--- src/rtl/spi_receiver_if.sv ---
// SPI pin bundle between a transmitter (master) and the receiver (slave).
interface spi_receiver_if;
  logic SCK;
  logic CS;
  logic MOSI;
  logic MISO;

  modport master (
    output SCK,
    output CS,
    output MOSI,
    input  MISO
  );

  modport slave (
    input  SCK,
    input  CS,
    input  MOSI,
    output MISO
  );
endinterface

--- src/rtl/spi_receiver.sv ---
// SPI receiver: oversamples SCK/CS/MOSI, assembles MSB-first words, replies on MISO.
// Optional macro SPI_RX_OVERRUN_EN enables the sticky overrun flag.
module spi_receiver #(
  parameter int unsigned DATA_WIDTH  = 8,
  parameter int unsigned SYNC_STAGES = 2
) (
  input  logic                  clk,
  input  logic                  rst,
  input  logic                  CKP,
  input  logic                  CPH,
  spi_receiver_if.slave         spi,
  input  logic [DATA_WIDTH-1:0] data_in,
  output logic [DATA_WIDTH-1:0] rx_data,
  output logic                  rx_valid,
  input  logic                  rx_ack,
  output logic                  busy,
  output logic                  overrun
);

  localparam int unsigned CntW = $clog2(DATA_WIDTH + 1);
  localparam logic [CntW-1:0] LastCnt = CntW'(DATA_WIDTH - 1);

  typedef enum logic [1:0] {StIdle, StLoad, StShift} state_e;

  state_e                 state_q;
  logic [SYNC_STAGES-1:0] sck_sync_q, cs_sync_q, mosi_sync_q;
  logic                   sck_prev_q, cs_prev_q;
  logic                   ckp_q, cph_q;
  logic [DATA_WIDTH-1:0]  tx_shift_q, rx_shift_q, rx_data_q;
  logic [CntW-1:0]        cnt_q;
  logic                   done_q, miso_q, rx_valid_q, overrun_q;

  logic sck_s, cs_s, mosi_s;
  logic lead_edge, trail_edge, sample_edge, shift_edge;
  logic cs_fall, cs_rise, overrun_set;

  assign sck_s  = sck_sync_q[SYNC_STAGES-1];
  assign cs_s   = cs_sync_q[SYNC_STAGES-1];
  assign mosi_s = mosi_sync_q[SYNC_STAGES-1];

  assign lead_edge   = (sck_prev_q == ckp_q) && (sck_s != ckp_q);
  assign trail_edge  = (sck_prev_q != ckp_q) && (sck_s == ckp_q);
  assign sample_edge = cph_q ? trail_edge : lead_edge;
  assign shift_edge  = cph_q ? lead_edge : trail_edge;
  assign cs_fall     = cs_prev_q & ~cs_s;
  assign cs_rise     = ~cs_prev_q & cs_s;

`ifdef SPI_RX_OVERRUN_EN
  assign overrun_set = done_q & rx_valid_q & ~rx_ack;
`else
  assign overrun_set = 1'b0;
`endif

  always_ff @(posedge clk) begin
    if (rst) begin
      state_q     <= StIdle;
      sck_sync_q  <= {SYNC_STAGES{CKP}};
      cs_sync_q   <= {SYNC_STAGES{1'b1}};
      mosi_sync_q <= '0;
      sck_prev_q  <= CKP;
      cs_prev_q   <= 1'b1;
      ckp_q       <= CKP;
      cph_q       <= CPH;
      tx_shift_q  <= '0;
      rx_shift_q  <= '0;
      rx_data_q   <= '0;
      cnt_q       <= '0;
      done_q      <= 1'b0;
      miso_q      <= 1'b0;
      rx_valid_q  <= 1'b0;
      overrun_q   <= 1'b0;
    end else begin
      sck_sync_q  <= {sck_sync_q[SYNC_STAGES-2:0], spi.SCK};
      cs_sync_q   <= {cs_sync_q[SYNC_STAGES-2:0], spi.CS};
      mosi_sync_q <= {mosi_sync_q[SYNC_STAGES-2:0], spi.MOSI};
      sck_prev_q  <= sck_s;
      cs_prev_q   <= cs_s;
      done_q      <= 1'b0;

      // Completion wins over a same-cycle ack, so rx_valid stays set.
      if (rx_ack) rx_valid_q <= 1'b0;
      if (rx_ack && !overrun_set) overrun_q <= 1'b0;
      if (done_q) begin
        rx_data_q  <= rx_shift_q;
        rx_valid_q <= 1'b1;
      end
      if (overrun_set) overrun_q <= 1'b1;

      if (cs_rise) begin
        state_q <= StIdle;
        miso_q  <= 1'b0;
        cnt_q   <= '0;
      end else begin
        unique case (state_q)
          StIdle: begin
            ckp_q <= CKP;
            cph_q <= CPH;
            if (cs_fall) state_q <= StLoad;
          end
          StLoad: begin
            // tx_shift holds the bits not yet driven; CPH=1 re-drives the MSB on the first
            // leading edge, so it keeps the MSB in place.
            tx_shift_q <= cph_q ? data_in : (data_in << 1);
            miso_q     <= data_in[DATA_WIDTH-1];
            cnt_q      <= '0;
            state_q    <= StShift;
          end
          StShift: begin
            if (done_q) begin
              cnt_q      <= '0;
              tx_shift_q <= data_in;
            end
            if (sample_edge) begin
              rx_shift_q <= {rx_shift_q[DATA_WIDTH-2:0], mosi_s};
              cnt_q      <= cnt_q + 1'b1;
              if (cnt_q == LastCnt) done_q <= 1'b1;
            end
            if (shift_edge) begin
              miso_q     <= tx_shift_q[DATA_WIDTH-1];
              tx_shift_q <= tx_shift_q << 1;
            end
          end
          default: state_q <= StIdle;
        endcase
      end
    end
  end

  assign spi.MISO = miso_q;
  assign rx_data  = rx_data_q;
  assign rx_valid = rx_valid_q;
  assign busy     = (state_q != StIdle);
  assign overrun  = overrun_q;

endmodule
--- src/flat_wrapper.sv ---
// flat-port wrapper written by rule: the top's interface ports become plain ports
module spi_receiver_flat 
#(
  parameter int unsigned DATA_WIDTH  = 8,
  parameter int unsigned SYNC_STAGES = 2
)
  (clk, rst, CKP, CPH, data_in, rx_data, rx_valid, rx_ack, busy, overrun, spi_SCK, spi_CS, spi_MOSI, spi_MISO);
  spi_receiver_if spi_i ();
  input  logic clk;
  input  logic rst;
  input  logic CKP;
  input  logic CPH;
  input  logic [DATA_WIDTH-1:0] data_in;
  output logic [DATA_WIDTH-1:0] rx_data;
  output logic rx_valid;
  input  logic rx_ack;
  output logic busy;
  output logic overrun;
  input wire logic [$bits(spi_i.SCK)-1:0] spi_SCK;
  input wire logic [$bits(spi_i.CS)-1:0] spi_CS;
  input wire logic [$bits(spi_i.MOSI)-1:0] spi_MOSI;
  output wire logic [$bits(spi_i.MISO)-1:0] spi_MISO;
  assign spi_i.SCK = spi_SCK;
  assign spi_i.CS = spi_CS;
  assign spi_i.MOSI = spi_MOSI;
  assign spi_MISO = spi_i.MISO;
  spi_receiver #(.DATA_WIDTH(DATA_WIDTH), .SYNC_STAGES(SYNC_STAGES)) u_core (.clk(clk), .rst(rst), .CKP(CKP), .CPH(CPH), .spi(spi_i), .data_in(data_in), .rx_data(rx_data), .rx_valid(rx_valid), .rx_ack(rx_ack), .busy(busy), .overrun(overrun));
endmodule
--- config.mk ---
export PLATFORM = sky130hd
export DESIGN_NAME = spi_receiver_flat
export DESIGN_NICKNAME = d
export VERILOG_FILES = /design/src/rtl/spi_receiver_if.sv /design/src/rtl/spi_receiver.sv /design/src/flat_wrapper.sv
export SDC_FILE = /design/constraint.sdc
export NUM_CORES = 1
export LEC_CHECK = 0
export ABC_AREA = 1
export ABC_CLOCK_PERIOD_IN_PS = 3600
export BUFFER_PORTS_ARGS = -buffer_cell sky130_fd_sc_hd__buf_2
export CAP_MARGIN = 40
export CORE_MARGIN = 5
export CORE_UTILIZATION = 61
export DETAILED_ROUTE_END_ITERATION = 12
export GPL_ROUTABILITY_DRIVEN = 1
export GPL_TIMING_DRIVEN = 1
export PLACE_DENSITY_LB_ADDON = 0.08
export REMOVE_ABC_BUFFERS = 1
export SLEW_MARGIN = 5
export SYNTH_ARGS = -nofsm -noshare
export SYNTH_HDL_FRONTEND = slang
export SYNTH_SLANG_ARGS = --single-unit
--- constraint.sdc ---
create_clock -name clk -period 3.6 [get_ports clk]
set_input_delay 0 -clock clk [delete_from_list [all_inputs] [get_ports clk]]
set_output_delay 0 -clock clk [all_outputs]
set_load 0.01 [all_outputs]
* Word level (Yosys, flattened, before mapping)
Index checks and enable logic that the tools add are counted.
** Storage, ports and cells
- Register bits after elaboration :: 43
- Bits of input ports :: 16
- Output and inout bits :: 12
- Logic and storage cells :: 74
** Cells by class
- $add $sub $neg :: 1
- Eq/ne operators :: 12
- Mux-type cells :: 24
- Bitwise operators :: 7
- Reductions and logical operators :: 15
** Operators by type and width (number)
- 8-bit two-way mux :: 3
- 8-bit one-hot mux with 2 select lines :: 1
- 1-bit two-way mux :: 13
- 4-bit two-way mux :: 2
- 4-bit one-hot mux with 2 select lines :: 1
- 2-bit AND reduction :: 4
- 2-bit nonzero test :: 4
- 3-bit by 1-bit inequality test with 1-bit output, second input constant :: 2
- 2-bit one-hot mux with 3 select lines :: 1
- 3-bit AND reduction :: 2
- 1-bit NOT :: 5
- 4-bit by 1-bit adder with 4-bit output, second input constant :: 1
- 4-bit by 3-bit equality test with 1-bit output, second input constant :: 1
- 2-bit two-way mux :: 2
- 2-bit by 1-bit inequality test with 1-bit output, second input constant :: 2
- 4-bit OR reduction :: 1
- 1-bit AND :: 2
- 1-bit equality test :: 2
- 2-bit by 1-bit equality test with 1-bit output, second input constant :: 1
- 2-bit equality test, second input constant :: 1
- 1-bit logical AND :: 2
- 2-bit zero test :: 1
- 1-bit inequality test :: 2
- 2-bit inequality test, second input constant :: 1
- other kinds (2) :: 2

* Depth between registers and ports, before layout
Gate-level depths: netlist (run 1).
- Depth after elaboration :: 5
- Depth in mapped cells :: 11
- Mapped depth without buffers :: 10

* Worst setup path before layout (run 1)
Ideal clock, no wire load.
- Path type :: register to register
- From :: register u_core.state_q[0]
- To :: register u_core.cnt_q[1]
- Arrival :: 1.369 ns
- Required time :: 3.484 ns
- Slack :: 2.116 ns
- Stages on the path, launching flop included :: 10
- Path buffers :: 1
- Clock period less this slack :: 1.484 ns
- Path through :: dfxtp_1 -> inv_1 -> ha_1 -> buf_4 -> inv_1 -> nor2_1 -> nand3_1 -> nand2_1 -> o21ai_0 -> nor2_1
** On the way
- Word-level cells in the longest chain between the ends :: 3
** RTL lines
- start, declared :: RTL line spi_receiver.sv:25 : state_e state_q;
- start signal, assigned :: RTL line spi_receiver.sv:56 : state_q <= StIdle;
- start signal, assigned :: RTL line spi_receiver.sv:90 : state_q <= StIdle;
- start signal, assigned :: RTL line spi_receiver.sv:98 : if (cs_fall) state_q <= StLoad;
- 2-bit equality test or 2-bit by 1-bit equality test with 1-bit output (tied branches) :: RTL line spi_receiver.sv:94 : unique case (state_q)
- 3-bit by 1-bit inequality test with 1-bit output (no source line) or 2-bit nonzero test (tied branches)
- 2-bit AND reduction (no source line)
- end signal, assigned :: RTL line spi_receiver.sv:115 : cnt_q <= cnt_q + 1'b1;
- end, declared :: RTL line spi_receiver.sv:30 : logic [CntW-1:0] cnt_q;
Parallel ways exist; a longest one is shown, timed or not.
A chain may end at the register's enable or synchronous reset.

* Final worst setup path (run 1)
- From :: input rst
- To :: register u_core.sck_sync_q[0]
** On the way
- Word-level cells in the longest chain between the ends :: 1
** RTL lines
- start, declared :: RTL line flat_wrapper.sv:10 : input logic rst;
- 2-bit two-way mux :: RTL line spi_receiver.sv:55 : if (rst) begin
- end signal, assigned :: RTL line spi_receiver.sv:57 : sck_sync_q <= {SYNC_STAGES{CKP}};
- end signal, assigned :: RTL line spi_receiver.sv:73 : sck_sync_q <= {sck_sync_q[SYNC_STAGES-2:0], spi.SCK};
- end, declared :: RTL line spi_receiver.sv:26 : logic [SYNC_STAGES-1:0] sck_sync_q, cs_sync_q, mosi_sync_q;
No other way between the ends.

==> summary.txt, run 1 <==
Clock network
  • Root Buffer: clkbuf_4
  • Setup bufs post-CTS: 0
  • CTS tree: built
  • Htree depth: 2
  • CTS Buf Count: 5
  • Clock-pin slew on the worst setup and hold paths: 120 ps
  • Clk buf depth: 2
  • Worst skew pair latency: 360 ps
  • Sink Count: 43

Routing
  • DRT Wirelength: between 4000 and 5000 um
  • Vias per cell: 4.95
  • Final antenna-violating net count: 0
  • Initial detailed-routing violation count: 117
  • Vias post-DR: 1922
  • Drt pass-1 iters: 4
  • # DRC: 0
  • Drt wl/cell: around 11 um

Setup path
  • Crit path max-delay family: buffers and inverters
  • Critical Path Start Type: primary input
  • WS Path Type: primary input to register
  • R2R Setup Slk: 1840 ps
  • Reg2reg path depth: 8
  • Slowest CP cell: clkinv_1
  • CP peak stage delay: 620 ps
  • CP Data Arrival Time: 2160 ps
  • Reg2reg end: u_core.tx_shift_q[1]
  • Critical path peak fanout: 28
  • CP required: 3860 ps
  • Worst-path cell chain: dlygate4sd3_1 > buf_2 > clkinv_1 > nand2_1 > nand2_1 > dlygate4sd3_1
  • CP Capture Type: register
  • RR Startpoint: u_core.state_q[0]
  • Sum of buffers and inverters on the critical path: 4

Die
  • Die Height: 69.4 um
  • Rows: 21
  • Die ar.: 4820 sq um
  • Core footprint: 3390 sq um
  • Die X: 69.4 um
  • Ports: 28
  • Initial Util: 0.636

Synth
  • Synthesized instance count: 304
  • Top cells by area, synth: dfxtp_1, nand2_1, inv_1
  • Cell taking the most area after synthesis: dfxtp_1
  • Synthesized area: 2150 sq um
  • Distinct cell type count after synthesis: 30
  • Top-area cell type share of the netlist area: 0.381
  • Syn_area_per_cell: approximately 7.1 sq um
  • Number of synthesized register bits: 43
  • Ys Warns: 0
  • Sequential share of the synthesized area: 0.409

STA
  • RSZ-0062 raised after global routing: false
  • Final Hold Fails: 0
  • Actual slew at the worst max-slew pin: 739 ps
  • Slew margin rel.: 0.504
  • Final Cycle Share: 0.529
  • Final setup viols: 0
  • Pins Over Slew Limit: 0
  • Final WS setup: ~1700 ps
  • Tmin final: 1900 ps
  • FMAX: 525 MHz
  • Setup TNS: 0 ps
  • Skew final: 6.48 ps

GRT
  • First-pass GRT wire length: 7860 um
  • Met1 Usage GRT: 0.243
  • GRT busiest layer: met2
  • Total gr overflow: 0
  • Initial antenna violation count: 0
  • Largest net degree at the start of global routing: 29
  • Total GRT Usage: 0.198
  • Vias in the first global route: 1805
  • Met2 GRT Util: 0.336
  • Met3 Usage GRT: 0.0580

Min path
  • Hold path startpoint: data_in[5]
  • Worst-case hold path end point: u_core.tx_shift_q[5]
  • Hold WC Path Type: primary input to register
  • Worst hold stages: 5

Final layout
  • Layout cells sized above 1: 0.178
  • Multi-input gate area in the final layout: 1050 sq um
  • Leading cell type in the layout, fill and taps excluded: nand2_1
  • Fillers: about 270
  • N_diodes: 0
  • FF/Latch Area: 881 sq um
  • Nets: 361
  • Leading cell types in the layout, fill and taps excluded: nand2_1, dfxtp_1, inv_1, nor2_1, buf_2
  • Synth-to-Final Area Change: 15.7%

Placed design
  • Detail Placement HPWL: 2970 um
  • I/O Buffers: 26
  • Pre-CTS setup slack: approximately 1900 ps
  • Final GP Congestion: 0.922

Pwr
  • Leak: 1.19 nW
  • Max IR drop VDD: 0.000351 V
  • Power Dens Cells: 474 nW/um^2

Run status
  • Status: completed

Job
  • Max Cap Violations: 0
## worst max-delay path by stage
| stage | from | end | slack, ps | depth (start not counted) |
|---|---|---|---|---|
| 2_1_floorplan | u_core.state_q[0] | u_core.cnt_q[1] | 1660 | 9 |
| 3_3_place_gp | u_core.state_q[0] | u_core.tx_shift_q[7] | 1970 | 8 |
| 3_5_place_dp | u_core.state_q[0] | u_core.tx_shift_q[1] | 1920 | 8 |
| 4_1_cts | rst | u_core.sck_sync_q[0] | 1720 | 6 |
| 5_1_grt | rst | u_core.sck_sync_q[0] | 1570 | 6 |
| 6_report | rst | u_core.sck_sync_q[0] | 1700 | 6 |
## stage by stage
| step | instance area (sq um) | util | power (mW) | instances | hold slack [ps] |
|---|---|---|---|---|---|
| after floorplan | 2090 | - | 0.801 | 294 | 69.1 |
| after global placement | 2280 | 0.674 | 0.866 | 367 | 187 |
| after detailed placement | 2280 | 0.674 | 0.873 | 367 | 192 |
| after CTS | 2490 | 0.735 | 1.18 | 388 | 0.742 |
| after global routing | 2490 | 0.735 | 1.27 | 388 | 42.8 |
| final | 2490 | 0.735 | 1.18 | 388 | 10.4 |
## cell families after synthesis
| family | synth area share |
|---|---|
| AO/OA/AOI/OAI | 0.0923 |
| adder cells (fa/ha/maj) | 0.0232 |
| buffers and inverters | 0.106 |
| flip-flops | 0.409 |
| other | 0.00174 |
| AND/OR/NAND/NOR | 0.368 |
## routing by layer
layer	share of wire	up-vias
li1	-	1029
met1	0.47	839
met2	0.46	48
met3	0.056	6
met4	0.012	0
met5	0	-
## synthesized netlist by cell type (all sizes together)
cell type and n:
nand4 8, o21ai 17, a221oi 1, edfxtp 2, inv 42, clkinv 1
nor4 1, conb 1, nand3 26, nor2 49, nand2 79, clkbuf 4
buf 6, o21a 1, a21oi 15, ha 4, nor3 1, o211ai 3
dfxtp 41, or2 2
## layout make-up
cell class	count	share of cell area
Clock buffer	6	0.0166
Inverter	43	0.0648
Timing Repair Buffer	40	0.107
Sequential cell	43	0.353
Multi-Input combinational cell	208	0.420
Tap cell	46	0.0231
Clock inverter	2	0.0151
## worst reg2reg max path: stages, from the launching register on
cell and delay [ps]:
dfxtp_1 370, inv_1 80, ha_1 410, inv_1 80
nor2_2 340, nand2_4 150, nand2_1 90, nand2_1 50
nor2_1 140
## power by group
part / internal, mW / switching (mW)
clock: 0.146 / 0.156
combinational: 0.116 / 0.205
sequential: 0.527 / 0.0307
total: 0.790 / 0.392
## repair_timing
action	in CTS	in global routing
hold endpoints to repair	12	0
endpoints found under the setup margin	0	0
hold buffers	13	0
resized for setup	0	0
## sequential cells by signal, indices dropped and copies added, names as in the netlist, 2 cells and up
| register | cells |
|---|---|
| u_core.mosi_sync_q | 2 |
| u_core.rx_data | 8 |
| u_core.cs_sync_q | 2 |
| u_core.cnt_q | 4 |
| u_core.tx_shift_q | 8 |
| u_core.sck_sync_q | 2 |
| u_core.state_q | 2 |
| u_core.rx_shift_q | 8 |
Power figures use the tool's default switching activity.
==> run 2, diff against run 1 <==
--- a/config.mk
+++ b/config.mk
@@ -6,11 +6,11 @@
 export NUM_CORES = 1
 export LEC_CHECK = 0
 export ABC_AREA = 1
-export ABC_CLOCK_PERIOD_IN_PS = 3600
+export ABC_CLOCK_PERIOD_IN_PS = 1800
 export BUFFER_PORTS_ARGS = -buffer_cell sky130_fd_sc_hd__buf_2
 export CAP_MARGIN = 40
 export CORE_MARGIN = 5
-export CORE_UTILIZATION = 61
+export CORE_UTILIZATION = 57
 export DETAILED_ROUTE_END_ITERATION = 12
 export GPL_ROUTABILITY_DRIVEN = 1
 export GPL_TIMING_DRIVEN = 1
==> constraint.sdc (replaced) <==
create_clock -name clk -period 1.8 [get_ports clk]
set_input_delay 0 -clock clk [delete_from_list [all_inputs] [get_ports clk]]
set_output_delay 0 -clock clk [all_outputs]
set_load 0.01 [all_outputs]
==> run 2 against run 1 <==
- core utilization fell by 4.2 points
- via count up 1.1%
- largest power group unchanged
- setup slack got worse by 1500 ps
- critical path type is now register to register
- die area is 6.0% higher
- global-route usage is 0.67 points lower
- register-to-register slack worse by 1600 ps
- clock skew decreased by 3.2 ps
- highest routed layer unchanged
- sequential power rose by 97%
- cell area up 1.9%
==> summary.txt, run 2 (synthesis gave the netlist of run 1 again) <==
Run status
  • Status: completed

Setup path
  • Crit path from: u_core.state_q[1]
  • CP Capture Type: register
  • Critical path peak fanout: 9 (-68%)
  • RR Startpoint: u_core.state_q[1]
  • Critical Path Start Type: register
  • WS Path Type: register to register
  • CP required: 2040 ps (-1820 ps)
  • CP Data Arrival Time: 1810 ps (-350 ps)

STA
  • Final Cycle Share: 0.876
  • Final setup viols: 0 (unchanged)
  • Skew final: 3.28 ps (-3.21 ps)
  • RSZ-0062 raised after global routing: false
  • Actual slew at the worst max-slew pin: 614 ps (-125 ps)
  • Slew margin rel.: 0.589 (+0.0851)
  • FMAX: around 630 MHz
  • Pins Over Slew Limit: 0 (unchanged)
  • Final WS setup: 224 ps (-1470 ps)
  • Tmin final: 1580 ps
  • Final Hold Fails: 0 (unchanged)
  • Setup TNS: 0 ps (unchanged)

Min path
  • Hold path startpoint: rst
  • Hold WC Path Type: primary input to register

Final layout
  • Leading cell type in the layout, fill and taps excluded: nand2_1
  • Layout cells sized above 1: 0.198 (+0.0193)
  • Nets: 363 (+0.55%)
  • Leading cell types in the layout, fill and taps excluded: nand2_1, dfxtp_1, inv_1, nor2_1, buf_2
  • N_diodes: 0 (unchanged)
  • Fin util: 0.693 (-0.0419)
  • Synth-to-Final Area Change: 17.8%
  • Fillers: 310 (+14%)

Die
  • Core footprint: 3660 sq um (+8.0%)
  • Rows: 22 (+4.8%)
  • Ports: 28 (unchanged)
  • Die ar.: 5110 sq um (+6.0%)
  • Die Height: 71.5 um (+3.0%)
  • Die X: 71.5 um (+3.0%)
  • Initial Util: 0.589 (-0.0471)

Pwr
  • Sw frac: 0.320 (-0.0115)
  • Seq pwr share: 0.439 (-0.033)
  • Clock Power Share: 0.299 (+0.043)
  • Comb power frac: 0.262 (-0.010)
  • Power Dens Cells: 991 nW/um^2 (+110%)
  • Int Pwr: 1.71 mW (+120%)
  • Max IR drop VDD: 0.000655 V (+86%)
  • Leak: 1.23 nW (+2.9%)
  • Switch Pwr: 0.806 mW (+110%)

GRT
  • First-pass GRT wire length: 7950 um (+1.1%)
  • Initial antenna violation count: 0 (unchanged)
  • Vias in the first global route: 1864 (+3.3%)
  • Largest net degree at the start of global routing: 25 (-14%)
  • Total GRT Usage: 0.192 (-0.00671)
  • Total gr overflow: 0 (unchanged)

Clock network
  • Worst skew pair latency: 300 ps (-60 ps)
  • Clock-pin slew on the worst setup and hold paths: 80 ps (-40 ps)
  • CTS tree: built
  • Setup bufs post-CTS: 0 (unchanged)
  • Clk buf depth: 2 (unchanged)
  • Sink Count: 43 (unchanged)
  • CTS Buf Count: 5 (unchanged)
  • Root Buffer: clkbuf_8
  • Htree depth: 2 (unchanged)

Routing
  • Vias per cell: 4.96 (+0.11%)
  • Final antenna-violating net count: 0 (unchanged)
  • # DRC: 0 (unchanged)
  • DRT Wirelength: 4430 um (+0.50%)
  • Drt wl/cell: 11.3 um (-0.53%)
  • Vias post-DR: 1944 (+1.1%)
  • Initial detailed-routing violation count: 98 (-16%)
  • Drt pass-1 iters: 4 (unchanged)

Placed design
  • I/O Buffers: 26 (unchanged)
  • Detail Placement HPWL: 3090 um (+4.2%)
  • Pre-CTS setup slack: 139 ps (-1780 ps)
  • Final GP Congestion: 0.845 (-8.3%)

Job
  • Max Cap Violations: 0 (unchanged)
-- run 2: area by class of cell --
class,instances,area (sq um),share of cell area
clock buffer,5,68.8,0.0271
clock inverter,3,43.8,0.0172
timing repair buffer,42,273,0.107
sequential,43,881,0.347
inverter,43,161,0.0636
tap,48,60.1,0.0237
multi-input combinational,208,1050,0.414
-- run 2: worst max-delay path, stage by stage (launching register included) --
cell and delay (ps):
dfxtp_1 360, inv_1 80, ha_1 390, inv_1 100
nor2_4 240, nand2_4 120, nand2_1 80, nand2_1 50
nor2_1 100
-- run 2: worst paths after layout --
check	endpoint	slack (ps)	cells after the start
setup / recovery	u_core.tx_shift_q[3]	220	8
hold / removal	u_core.mosi_sync_q[1]	6	2
setup reg to reg	u_core.tx_shift_q[3]	220	8
hold reg to reg	u_core.cs_sync_q[1]	410	1
-- run 2: power by group through the flow --
stage                     Clock, mW  Combinational [mW]  Sequential (mW)
after floorplan                   0               0.478             1.12
after CTS                     0.761               0.655             1.10
after global routing          0.805               0.773             1.12
final                         0.753               0.659             1.10
after global placement            0               0.630             1.12
after detailed placement          0               0.636             1.13
-- run 2: layer usage --
metal,routed length (um),GRT usage,vias up
li1,-,-,1036
met1,2070,0.233,865
met2,2120,0.324,36
met3,174,0.0449,7
met4,68,0.0793,0
met5,0,0,-
-- run 2: timing repair --
action / 4_1_cts / 5_1_grt
hold buffers: 9 / 0
endpoints found under the setup margin: 0 / 8
resized for setup: 0 / 1
endpoints found under the hold margin: 8 / 0
-- run 2: metrics by stage --
| stage | hold slack (ps) | cell area (sq um) | power (mW) | std cells |
|---|---|---|---|---|
| 2_1_floorplan | 69.1 | 2090 | 1.60 | 294 |
| 4_1_cts | 1.90 | 2530 | 2.52 | 392 |
| 6_report | 6.12 | 2540 | 2.52 | 392 |
| 3_3_place_gp | 186 | 2330 | 1.75 | 375 |
| 5_1_grt | 4.76 | 2540 | 2.69 | 392 |
| 3_5_place_dp | 190 | 2330 | 1.76 | 375 |
==> run 3, diff against run 2 <==
--- a/config.mk
+++ b/config.mk
@@ -7,11 +7,11 @@
 export LEC_CHECK = 0
 export ABC_AREA = 1
 export ABC_CLOCK_PERIOD_IN_PS = 1800
-export BUFFER_PORTS_ARGS = -buffer_cell sky130_fd_sc_hd__buf_2
 export CAP_MARGIN = 40
 export CORE_MARGIN = 5
-export CORE_UTILIZATION = 57
+export CORE_UTILIZATION = 62
 export DETAILED_ROUTE_END_ITERATION = 12
+export DONT_BUFFER_PORTS = 1
 export GPL_ROUTABILITY_DRIVEN = 1
 export GPL_TIMING_DRIVEN = 1
 export PLACE_DENSITY_LB_ADDON = 0.08
==> run 3 against run 2 <==
- sequential share of layout area up 1.9 points
- highest routed layer unchanged
- core utilization up 2.3 points
- first-iteration DRC count up 24%
- setup slack worse by 9.6 ps
- clock skew up 4.0 ps
- largest cell class unchanged
==> summary.txt, run 3 (synthesis gave the netlist of run 1 again) <==
Clock network
  • Sink Count: 43 (unchanged)
  • Setup bufs post-CTS: 0 (unchanged)
  • Root Buffer: clkbuf_4
  • Clk buf depth: 2 (unchanged)
  • CTS Buf Count: 5 (unchanged)
  • Clock-pin slew on the worst setup and hold paths: 120 ps (+40 ps)
  • CTS tree: built
  • Worst skew pair latency: 350 ps (+50 ps)
  • Htree depth: 2 (unchanged)

Final layout
  • Leading cell type in the layout, fill and taps excluded: nand2_1
  • N_diodes: 0 (unchanged)
  • Leading cell types in the layout, fill and taps excluded: nand2_1, dfxtp_1, inv_1, nor2_1, nand3_1
  • Synth-to-Final Area Change: 11.8%
  • Nets: 343 (-5.5%)
  • Non-Filler Instances: 370 (-5.6%)
  • Layout cells sized above 1: 0.127 (-0.0711)

Setup path
  • WS Path Type: register to register
  • Critical Path Start Type: register
  • CP Capture Type: register
  • Worst-path cell chain: inv_1 > ha_1 > inv_1 > nor2_4 > nand2_4 > nand2_1 > nand2_1 > nor2_1
  • Crit path max-delay family: simple AND/OR/NAND/NOR gates
  • Slowest CP cell: ha_1
  • Critical path peak fanout: 9 (unchanged)
  • CP Data Arrival Time: 1880 ps (+70 ps)
  • Sum of buffers and inverters on the critical path: 2 (unchanged)
  • CP required: 2100 ps (+60 ps)
  • CP peak stage delay: 390 ps (about the same)

STA
  • FMAX: 631 MHz (-0.61%)
  • Final Cycle Share: 0.881 (+0.00533)
  • Slew margin rel.: 0.584 (-0.00482)
  • Final setup viols: 0 (unchanged)
  • Final Hold Fails: 0 (unchanged)
  • Final hold slack: 10.5 ps (+4.34 ps)
  • Pins Over Slew Limit: 0 (unchanged)
  • RSZ-0062 raised after global routing: false
  • Tmin final: 1590 ps (+9.60 ps)
  • Actual slew at the worst max-slew pin: 621 ps (+7.20 ps)
  • Skew final: 7.30 ps (+4.02 ps)

Die
  • Rows: 21 (-4.5%)
  • Ports: 28 (unchanged)
  • Die ar.: 4750 sq um (-7.0%)
  • Core footprint: 3360 sq um (-8.1%)
  • Initial Util: 0.641 (+0.0521)
  • Die Height: 69.0 um (-3.5%)
  • Die X: 69.0 um (-3.5%)

Routing
  • Initial detailed-routing violation count: 122 (+24%)
  • Drt wl/cell: 12.0 um (+5.8%)
  • # DRC: 0 (unchanged)
  • Vias per cell: 5.18 (+4.4%)
  • Final antenna-violating net count: 0 (unchanged)
  • Vias post-DR: 1916 (-1.4%)
  • DRT Wirelength: 4430 um (-0.16%)
  • Drt pass-1 iters: 4 (unchanged)

Pwr
  • Final Power: 2.23 mW (-11%)
  • Power Dens Cells: 925 nW/um^2 (-6.6%)
  • Max IR drop VDD: 0.000650 V (-0.77%)
  • Sw frac: 0.350 (+0.0300)
  • Seq pwr share: 0.498 (+0.059)
  • Clock Power Share: 0.210 (-0.089)
  • Comb power frac: 0.292 (+0.030)
  • Switch Pwr: 0.781 mW (-3.1%)
  • Int Pwr: 1.45 mW (-15%)
  • Leak: 1.10 nW (-10%)

GRT
  • Initial antenna violation count: 0 (unchanged)
  • Total GRT Usage: 0.220 (+0.0283)
  • Largest net degree at the start of global routing: 17 (-32%)
  • Total gr overflow: 0 (unchanged)
  • First-pass GRT wire length: 7890 um (-0.69%)
  • Vias in the first global route: 1843 (-1.1%)

Placed design
  • Final GP Congestion: 0.847 (+0.24%)
  • Placed cell count: 347 (-7.5%)
  • I/O Buffers: 0 (-100%)
  • Detail Placement HPWL: 3020 um (-2.3%)

Run status
  • Status: completed

Job
  • Max Cap Violations: 0 (unchanged)

Min path
  • Hold WC Path Type: primary input to register
## run 3: cell count changes in the layout (fill, tap and decap cells not counted), sizes merged
cell         before  now
clkbuf            5    6
bufinv            1    0
dlygate4sd3       9   15
buf              33    7
## run 3: tightest hold or removal path: stages
cell and delay (ps):
inv_1 30, nor2_1 80, a21oi_1 50, nand2_1 60, nand2_1 40, nor2_1 80
## run 3: path summary, 6_finish.rpt
kind	start	end	slack (ps)	cells after the start
worst max-delay path	u_core.state_q[1]	u_core.tx_shift_q[0]	210	8
worst min-delay path	data_in[7]	u_core.spi.MISO	10	6
worst max register to register	u_core.state_q[1]	u_core.tx_shift_q[0]	210	8
worst min register to register	u_core.mosi_sync_q[0]	u_core.mosi_sync_q[1]	410	2
## run 3: cell type report
cell class / count / area, sq um
repair buffers: 22 / 203
clock inverters: 2 / 13.8
well taps: 46 / 57.6
fillers: 304 / 955
flip-flops and latches: 43 / 881
clock buffers: 6 / 41.3
multi-input cells: 208 / 1050
inverters: 43 / 161
## run 3: stage by stage
stage                util  instance area [sq um]  setup TNS, ps  worst slack [ps]
detailed placement  0.654                   2200              0               129
global route        0.716                   2410              0              26.7
finish              0.716                   2410              0               214
floorplan               -                   2090          -1470              -145
global placement    0.654                   2200              0               209
CTS                 0.715                   2400              0               102
## run 3: what timing repair did
action / CTS / global route
hold endpoints to repair: 24 / 0
endpoints found under the setup margin: 0 / 8
resized for setup: 0 / 1
hold buffers: 15 / 0
## run 3: power by group through the flow
stage                     sequential (mW)  combinational [mW]  clock (mW)
after floorplan                      1.12               0.478           0
after global placement               1.13               0.600           0
after detailed placement             1.13               0.608           0
after CTS                            1.11               0.641       0.479
after global routing                 1.12               0.760       0.521
final                                1.11               0.650       0.468
## run 3: routing by layer
metal / vias up / GRT usage / wire [um]
met5: - / 0 / 0
met4: 0 / 0.0973 / 72
met3: 8 / 0.0519 / 191
met2: 35 / 0.369 / 2100
met1: 875 / 0.267 / 2060
li1: 998 / - / -
